==> src/rtl/load_store_unit.sv <==
// Memory-stage load/store unit: drives a valid/ready data-memory request and byte-aligns/extends load data.
// Optional: define MISALIGN_TRAP_EN to trap misaligned accesses instead of aligning them down.
module load_store_unit #(
  parameter int         ADDR_WIDTH = 10,
  parameter logic [4:0] LOAD_TYPE  = 5'b00000,
  parameter logic [4:0] STORE_TYPE = 5'b01000
) (
  input  logic                  Clk,
  input  logic                  Reset,
  input  logic                  Valid_In,
  input  logic [31:0]           Inst_In,
  input  logic [4:0]            Inst_Type_In,
  input  logic [31:0]           Addr_Result_In,
  input  logic [31:0]           Store_Data_In,
  output logic                  Stall_Out,
  output logic                  Valid_Out,
  output logic [31:0]           Inst_Out,
  output logic [31:0]           Register_Data_Out,
  output logic                  Misalign_Out,
  output logic                  Mem_Req_Valid_Out,
  input  logic                  Mem_Req_Ready_In,
  output logic                  Mem_Req_Write_Out,
  output logic [ADDR_WIDTH-1:0] Mem_Req_Addr_Out,
  output logic [31:0]           Mem_Req_Wdata_Out,
  output logic [3:0]            Mem_Req_Byte_En_Out,
  input  logic                  Mem_Rsp_Valid_In,
  input  logic [31:0]           Mem_Rsp_Data_In
);

  typedef enum logic [1:0] {S_IDLE = 2'd0, S_REQ = 2'd1, S_WAIT = 2'd2} state_t;

  state_t      r_state, w_next_state;
  logic        r_is_load;
  logic [2:0]  r_funct3;
  logic [1:0]  r_off;
  logic [31:0] r_pend_inst;

  logic        w_is_load, w_is_store, w_mem_op, w_trap, w_stall;
  logic [2:0]  w_funct3;
  logic [1:0]  w_size, w_off;
  logic [3:0]  w_be;
  logic [31:0] w_wdata;

  // Access size: 0 byte, 1 half, 2 word; unknown funct3 codes fall back to word.
  function automatic logic [1:0] f_size(input logic is_store, input logic [2:0] f3);
    if (is_store) begin
      case (f3)
        3'b000:  f_size = 2'd0;
        3'b001:  f_size = 2'd1;
        default: f_size = 2'd2;
      endcase
    end else begin
      case (f3)
        3'b000, 3'b100: f_size = 2'd0;
        3'b001, 3'b101: f_size = 2'd1;
        default:        f_size = 2'd2;
      endcase
    end
  endfunction

  function automatic logic [31:0] f_load_extend(input logic [31:0] word, input logic [2:0] f3,
                                                input logic [1:0] off);
    logic [7:0]  b;
    logic [15:0] h;
    case (off)
      2'd0:    b = word[7:0];
      2'd1:    b = word[15:8];
      2'd2:    b = word[23:16];
      default: b = word[31:24];
    endcase
    h = off[1] ? word[31:16] : word[15:0];
    case (f3)
      3'b000:  f_load_extend = {{24{b[7]}}, b};
      3'b100:  f_load_extend = {24'h000000, b};
      3'b001:  f_load_extend = {{16{h[15]}}, h};
      3'b101:  f_load_extend = {16'h0000, h};
      default: f_load_extend = word;
    endcase
  endfunction

  assign w_funct3   = Inst_In[14:12];
  assign w_is_load  = (Inst_Type_In == LOAD_TYPE);
  assign w_is_store = (Inst_Type_In == STORE_TYPE);
  assign w_mem_op   = w_is_load || w_is_store;
  assign w_size     = f_size(w_is_store, w_funct3);

  // Byte offset aligned down to the access size; lane data replicated for the chosen size.
  always_comb begin
    w_off   = 2'b00;
    w_be    = 4'b1111;
    w_wdata = Store_Data_In;
    case (w_size)
      2'd0: begin
        w_off   = Addr_Result_In[1:0];
        w_wdata = {4{Store_Data_In[7:0]}};
      end
      2'd1: begin
        w_off   = {Addr_Result_In[1], 1'b0};
        w_wdata = {2{Store_Data_In[15:0]}};
      end
      default: begin
        w_off   = 2'b00;
        w_wdata = Store_Data_In;
      end
    endcase
    if (w_is_store) begin
      case (w_size)
        2'd0:    w_be = 4'b0001 << w_off;
        2'd1:    w_be = w_off[1] ? 4'b1100 : 4'b0011;
        default: w_be = 4'b1111;
      endcase
    end else begin
      w_be = 4'b1111;
    end
  end

`ifdef MISALIGN_TRAP_EN
  logic w_misalign;
  logic r_misalign;
  assign w_misalign = ((w_size == 2'd1) && Addr_Result_In[0]) ||
                      ((w_size == 2'd2) && (Addr_Result_In[1:0] != 2'b00));
  assign w_trap = Valid_In && w_mem_op && w_misalign;

  always_ff @(posedge Clk) begin
    if (Reset) r_misalign <= 1'b0;
    else       r_misalign <= (r_state == S_IDLE) && w_trap;
  end
  assign Misalign_Out = r_misalign;
`else
  assign w_trap       = 1'b0;
  assign Misalign_Out = 1'b0;
`endif

  always_ff @(posedge Clk) begin
    if (Reset) r_state <= S_IDLE;
    else       r_state <= w_next_state;
  end

  // Next state; stall drops in the completing cycle so upstream can advance.
  always_comb begin
    w_next_state = r_state;
    w_stall      = 1'b0;
    case (r_state)
      S_IDLE: begin
        if (Valid_In && w_mem_op && !w_trap) begin
          w_next_state = S_REQ;
          w_stall      = 1'b1;
        end else begin
          w_next_state = S_IDLE;
        end
      end
      S_REQ: begin
        if (Mem_Req_Ready_In) begin
          w_next_state = r_is_load ? S_WAIT : S_IDLE;
          w_stall      = r_is_load;
        end else begin
          w_stall = 1'b1;
        end
      end
      S_WAIT: begin
        if (Mem_Rsp_Valid_In) begin
          w_next_state = S_IDLE;
        end else begin
          w_stall = 1'b1;
        end
      end
      default: w_next_state = S_IDLE;
    endcase
  end
  assign Stall_Out = w_stall;

  always_ff @(posedge Clk) begin
    if (Reset) begin
      Valid_Out           <= 1'b0;
      Inst_Out            <= 32'h0;
      Register_Data_Out   <= 32'h0;
      Mem_Req_Valid_Out   <= 1'b0;
      Mem_Req_Write_Out   <= 1'b0;
      Mem_Req_Addr_Out    <= '0;
      Mem_Req_Wdata_Out   <= 32'h0;
      Mem_Req_Byte_En_Out <= 4'h0;
      r_is_load           <= 1'b0;
      r_funct3            <= 3'b000;
      r_off               <= 2'b00;
      r_pend_inst         <= 32'h0;
    end else begin
      Valid_Out <= 1'b0;
      case (r_state)
        S_IDLE: begin
          if (Valid_In && w_trap) begin
            Valid_Out         <= 1'b1;
            Inst_Out          <= Inst_In;
            Register_Data_Out <= 32'h0;
          end else if (Valid_In && w_mem_op) begin
            Mem_Req_Valid_Out   <= 1'b1;
            Mem_Req_Write_Out   <= w_is_store;
            Mem_Req_Addr_Out    <= Addr_Result_In[ADDR_WIDTH+1:2];
            Mem_Req_Wdata_Out   <= w_wdata;
            Mem_Req_Byte_En_Out <= w_be;
            r_is_load           <= w_is_load;
            r_funct3            <= w_funct3;
            r_off               <= w_off;
            r_pend_inst         <= Inst_In;
          end else if (Valid_In) begin
            Valid_Out         <= 1'b1;
            Inst_Out          <= Inst_In;
            Register_Data_Out <= Addr_Result_In;
          end else begin
            Valid_Out <= 1'b0;
          end
        end
        S_REQ: begin
          if (Mem_Req_Ready_In) begin
            Mem_Req_Valid_Out <= 1'b0;
            if (!r_is_load) begin
              Valid_Out         <= 1'b1;
              Inst_Out          <= r_pend_inst;
              Register_Data_Out <= 32'h0;
            end else begin
              Valid_Out <= 1'b0;
            end
          end else begin
            Mem_Req_Valid_Out <= 1'b1;
          end
        end
        S_WAIT: begin
          if (Mem_Rsp_Valid_In) begin
            Valid_Out         <= 1'b1;
            Inst_Out          <= r_pend_inst;
            Register_Data_Out <= f_load_extend(Mem_Rsp_Data_In, r_funct3, r_off);
          end else begin
            Valid_Out <= 1'b0;
          end
        end
        default: Mem_Req_Valid_Out <= 1'b0;
      endcase
    end
  end

endmodule

==> config.mk <==
export PLATFORM = sky130hd
export DESIGN_NAME = load_store_unit
export DESIGN_NICKNAME = d
export VERILOG_FILES = /design/src/rtl/load_store_unit.sv
export SDC_FILE = /design/constraint.sdc
export NUM_CORES = 1
export LEC_CHECK = 0
export CAP_MARGIN = 15
export CELL_PAD_IN_SITES_DETAIL_PLACEMENT = 0
export CELL_PAD_IN_SITES_GLOBAL_PLACEMENT = 1
export CORE_UTILIZATION = 36
export CTS_BUF_LIST = sky130_fd_sc_hd__clkbuf_8
export DETAILED_ROUTE_END_ITERATION = 8
export GPL_ROUTABILITY_DRIVEN = 0
export PLACE_DENSITY = 0.95
export SLEW_MARGIN = 20
export SYNTH_ARGS = -nofsm -noshare
export SYNTH_HDL_FRONTEND = slang
export SYNTH_SLANG_ARGS = --single-unit
==> constraint.sdc <==
create_clock -name Clk -period 3.9 [get_ports Clk]
set_input_delay 0.585 -clock Clk [delete_from_list [all_inputs] [get_ports Clk]]
set_output_delay 0.585 -clock Clk [all_outputs]
set_load 0.005 [all_outputs]
==> results.sh <==
export IMPL_p_leak_nw=3.43
export IMPL_p_int_w=0.00244
export IMPL_clkTransAtPathRegs_ns=0.09
export IMPL_p_seq_frac=0.477
export IMPL_drc=0
export IMPL_antenna_found_initial=0
export IMPL_synth_cells=872
export IMPL_syn_nets=1014
export IMPL_viasPerCell=5.43
export IMPL_ys_types=45
export IMPL_root_buffer="clkbuf_8"
export IMPL_min_period_ns=3.12
export IMPL_p_switching_w=0.000985
export IMPL_ios=253
export IMPL_tightestPinTransition_ns=1.08
export IMPL_antenna_cells=0
export IMPL_area_growth_pct=42.1
export IMPL_via_count=7380
export IMPL_synth_edf_count=0
export IMPL_cap_viol_max_count=0
export IMPL_ys_seq_elements=150
export IMPL_fmax_ghz=0.321
export IMPL_cts_resized=0
export IMPL_cts_htree_levels=4
export IMPL_cts_tree="yes"
export IMPL_first_pass_iters=6
export IMPL_ant_nets=0
export IMPL_clock_sinks=150
export IMPL_dp_hpwl_mm=17.6
export IMPL_drt_iter0_markers=553
export IMPL_cp_arrival_ns=2.53
export IMPL_fin_nets=1223
export IMPL_startpoint_type="flop"
export IMPL_rsz0062_at_grt="false"
export IMPL_fin_skew_ns=0.0145
export IMPL_combPwrFrac=0.174
export IMPL_fillCellCount=1876
export IMPL_grtUsageTotal=0.242
export IMPL_grt_overflow_total=0
export IMPL_holdCritPathClass="flop to flop"
export IMPL_die_height_um=144
export IMPL_power_per_cell_area_nw_per_um2=331
export IMPL_yosysSeqAreaShare=0.412
export IMPL_core_area_um2=19700
export IMPL_holdBufCountCts=0
export IMPL_cp_max_fo=9
export IMPL_status="finished clean"
export IMPL_slew_viol_final=0
export IMPL_hold_viol_final=0
export IMPL_clk_latency_ns=0.46
export IMPL_grt_max_degree=62
export IMPL_required_ns=3.31
export IMPL_fin_crit_sh=0.799
export IMPL_grt_pass1_wl_mm=38.5
export IMPL_setup_worst_path_end_class="output port"
export IMPL_ys_flop_type="dfxtp_1"
export IMPL_switching_share=0.288
export IMPL_wl_mm=25.1
export IMPL_drive_above_1_share=0.101
export IMPL_numCtsBuffers=17
export IMPL_peakVddDrop_uv=201
export IMPL_yosysWarnings=0
export IMPL_cts_setup_buffers=0
export IMPL_port_buffers=251
export IMPL_start_util=0.371
export IMPL_clockPowerShare=0.349
export IMPL_synth_area_um2=7280
export IMPL_syn_area_per_cell_um2=8.35
export IMPL_clockBufferDepth=2
export IMPL_dieArea_um2=20800
export IMPL_postSynth_asyncResetShare=0
export IMPL_fp_row_count=51
export IMPL_path_class="flop to output port"
export IMPL_slew_headroom=0.278
export IMPL_setup_viol_count_final=0
export IMPL_grt_pass1_vias=7020
export IMPL_die_w_um=144
export IMPL_post_route_util=0.526
export IMPL_wl_per_cell_um=18.5
export IMPL_fin_tns_setup_ns=0
[layout by cell type (no fill, tap or decap), types with 4 or more instances in the layout]
master / n
o221ai_1: 16
clkdlybuf4s50_1: 250
nand2_1: 171
a31oi_1: 11
a211oi_2: 34
nand3_1: 28
a311oi_1: 18
o211ai_1: 15
nand3b_1: 8
nand2b_1: 5
nor3b_1: 6
o2111ai_1: 6
buf_4: 22
a311oi_2: 10
a21oi_1: 122
mux2i_1: 43
inv_6: 4
o21ai_0: 28
clkbuf_8: 17
inv_1: 20
nor2b_1: 5
nor3_1: 4
dfxtp_1: 150
nor2_1: 40
a22oi_1: 16
a211oi_1: 6
[power groups by stage]
stage	combinational, W	clock, W	sequential, W
finish	0.000597	0.00119	0.00163
global route	0.000644	0.00128	0.00164
CTS	0.000598	0.00121	0.00163
detailed placement	0.000596	0	0.00167
global placement	0.000590	0	0.00167
floorplan	0.000240	0	0.00167
[layout make-up]
type,instances,area [µm²],area share
clock buffer,17,234,0.0226
clock inverter,15,145,0.0140
inverter,22,82.6,0.00798
multi-input combinational,617,3860,0.373
sequential,150,3000,0.290
tap,265,332,0.0320
timing repair buffer,273,2690,0.260
[synthesized netlist by cell type, types with 3 or more instances]
| cell type | count | area, µm² |
|---|---|---|
| and3_1 | 3 | 18.8 |
| nor3b_1 | 6 | 45.0 |
| a21oi_1 | 123 | 616 |
| a311oi_1 | 18 | 158 |
| and2_1 | 3 | 18.8 |
| nand2_1 | 171 | 642 |
| o21ai_0 | 28 | 140 |
| clkbuf_1 | 50 | 188 |
| nand3b_1 | 8 | 60.1 |
| nand2b_1 | 5 | 31.3 |
| a22oi_1 | 16 | 120 |
| nand3_1 | 29 | 145 |
| a31oi_1 | 11 | 68.8 |
| buf_1 | 4 | 15.0 |
| buf_4 | 3 | 22.5 |
| nor3_1 | 4 | 20.0 |
| dfxtp_1 | 150 | 3000 |
| o221ai_1 | 16 | 140 |
| o2111ai_1 | 6 | 52.6 |
| inv_1 | 20 | 75.1 |
| a211oi_2 | 33 | 413 |
| nor2_1 | 40 | 150 |
| a311oi_2 | 10 | 150 |
| o211ai_1 | 15 | 113 |
| mux2i_1 | 43 | 430 |
| nor2b_1 | 5 | 31.3 |
| a211oi_1 | 7 | 52.6 |
| buf_6 | 4 | 45.0 |
| ha_1 | 4 | 50.1 |
| buf_2 | 22 | 110 |
[critical path: stages, from the launching register on]
cell,delay [ns]
dfxtp_1,0.36
inv_1,0.09
ha_1,0.36
nor2b_1,0.45
a21oi_4,0.07
a21oi_1,0.17
clkdlybuf4s50_1,0.56
[stage by stage]
stage	total power (W)	cells	cell area, µm²	hold WS, ns	setup WS, ns
6_report	0.00342	1359	10300	0.459	0.783
5_1_grt	0.00357	1359	10300	0.476	0.643
4_1_cts	0.00344	1358	10300	0.459	0.744
3_5_place_dp	0.00226	1326	9960	0.448	0.890
3_3_place_gp	0.00226	1326	9960	0.441	0.934
2_1_floorplan	0.00191	872	7280	0.436	1.57
[path summary, 6_finish.rpt]
path                   startpoint               endpoint  slack, ns  cells past startpoint
setup / recovery       r_state[0]              Stall_Out       0.78                      6
hold / removal    r_pend_inst[18]        r_pend_inst[18]       0.46                      2
setup reg to reg       r_state[0]  Register_Data_Out[15]       1.12                      7
hold reg to reg   r_pend_inst[18]        r_pend_inst[18]       0.46                      2
[cells by family after synthesis]
group | synth area share
AO/OA/AOI/OAI | 0.291
adder cells (fa/ha/maj) | 0.00687
buffers and inverters | 0.0636
flip-flops | 0.412
multiplexers | 0.0622
other | 0.000515
AND/OR/NAND/NOR | 0.164
[registers in the layout, indices dropped and copies added (netlist names)]
signal               flops
r_is_load                1
Valid_Out                1
r_pend_inst             30
Inst_Out                32
r_state                  2
Mem_Req_Byte_En_Out      4
Mem_Req_Valid_Out        1
Mem_Req_Write_Out        1
Mem_Req_Addr_Out        10
r_off                    2
Register_Data_Out       32
Mem_Req_Wdata_Out       32
r_funct3                 2
[metal layers]
| metal | vias to the layer above | GRT usage | part of all wire |
|---|---|---|---|
| met1 | 3463 | 0.300 | 0.41 |
| li1 | 3546 | - | - |
| met5 | - | 0 | 0 |
| met2 | 320 | 0.383 | 0.46 |
| met3 | 51 | 0.0838 | 0.092 |
| met4 | 0 | 0.0992 | 0.033 |
Note: power is estimated with default switching activity, not from simulation.
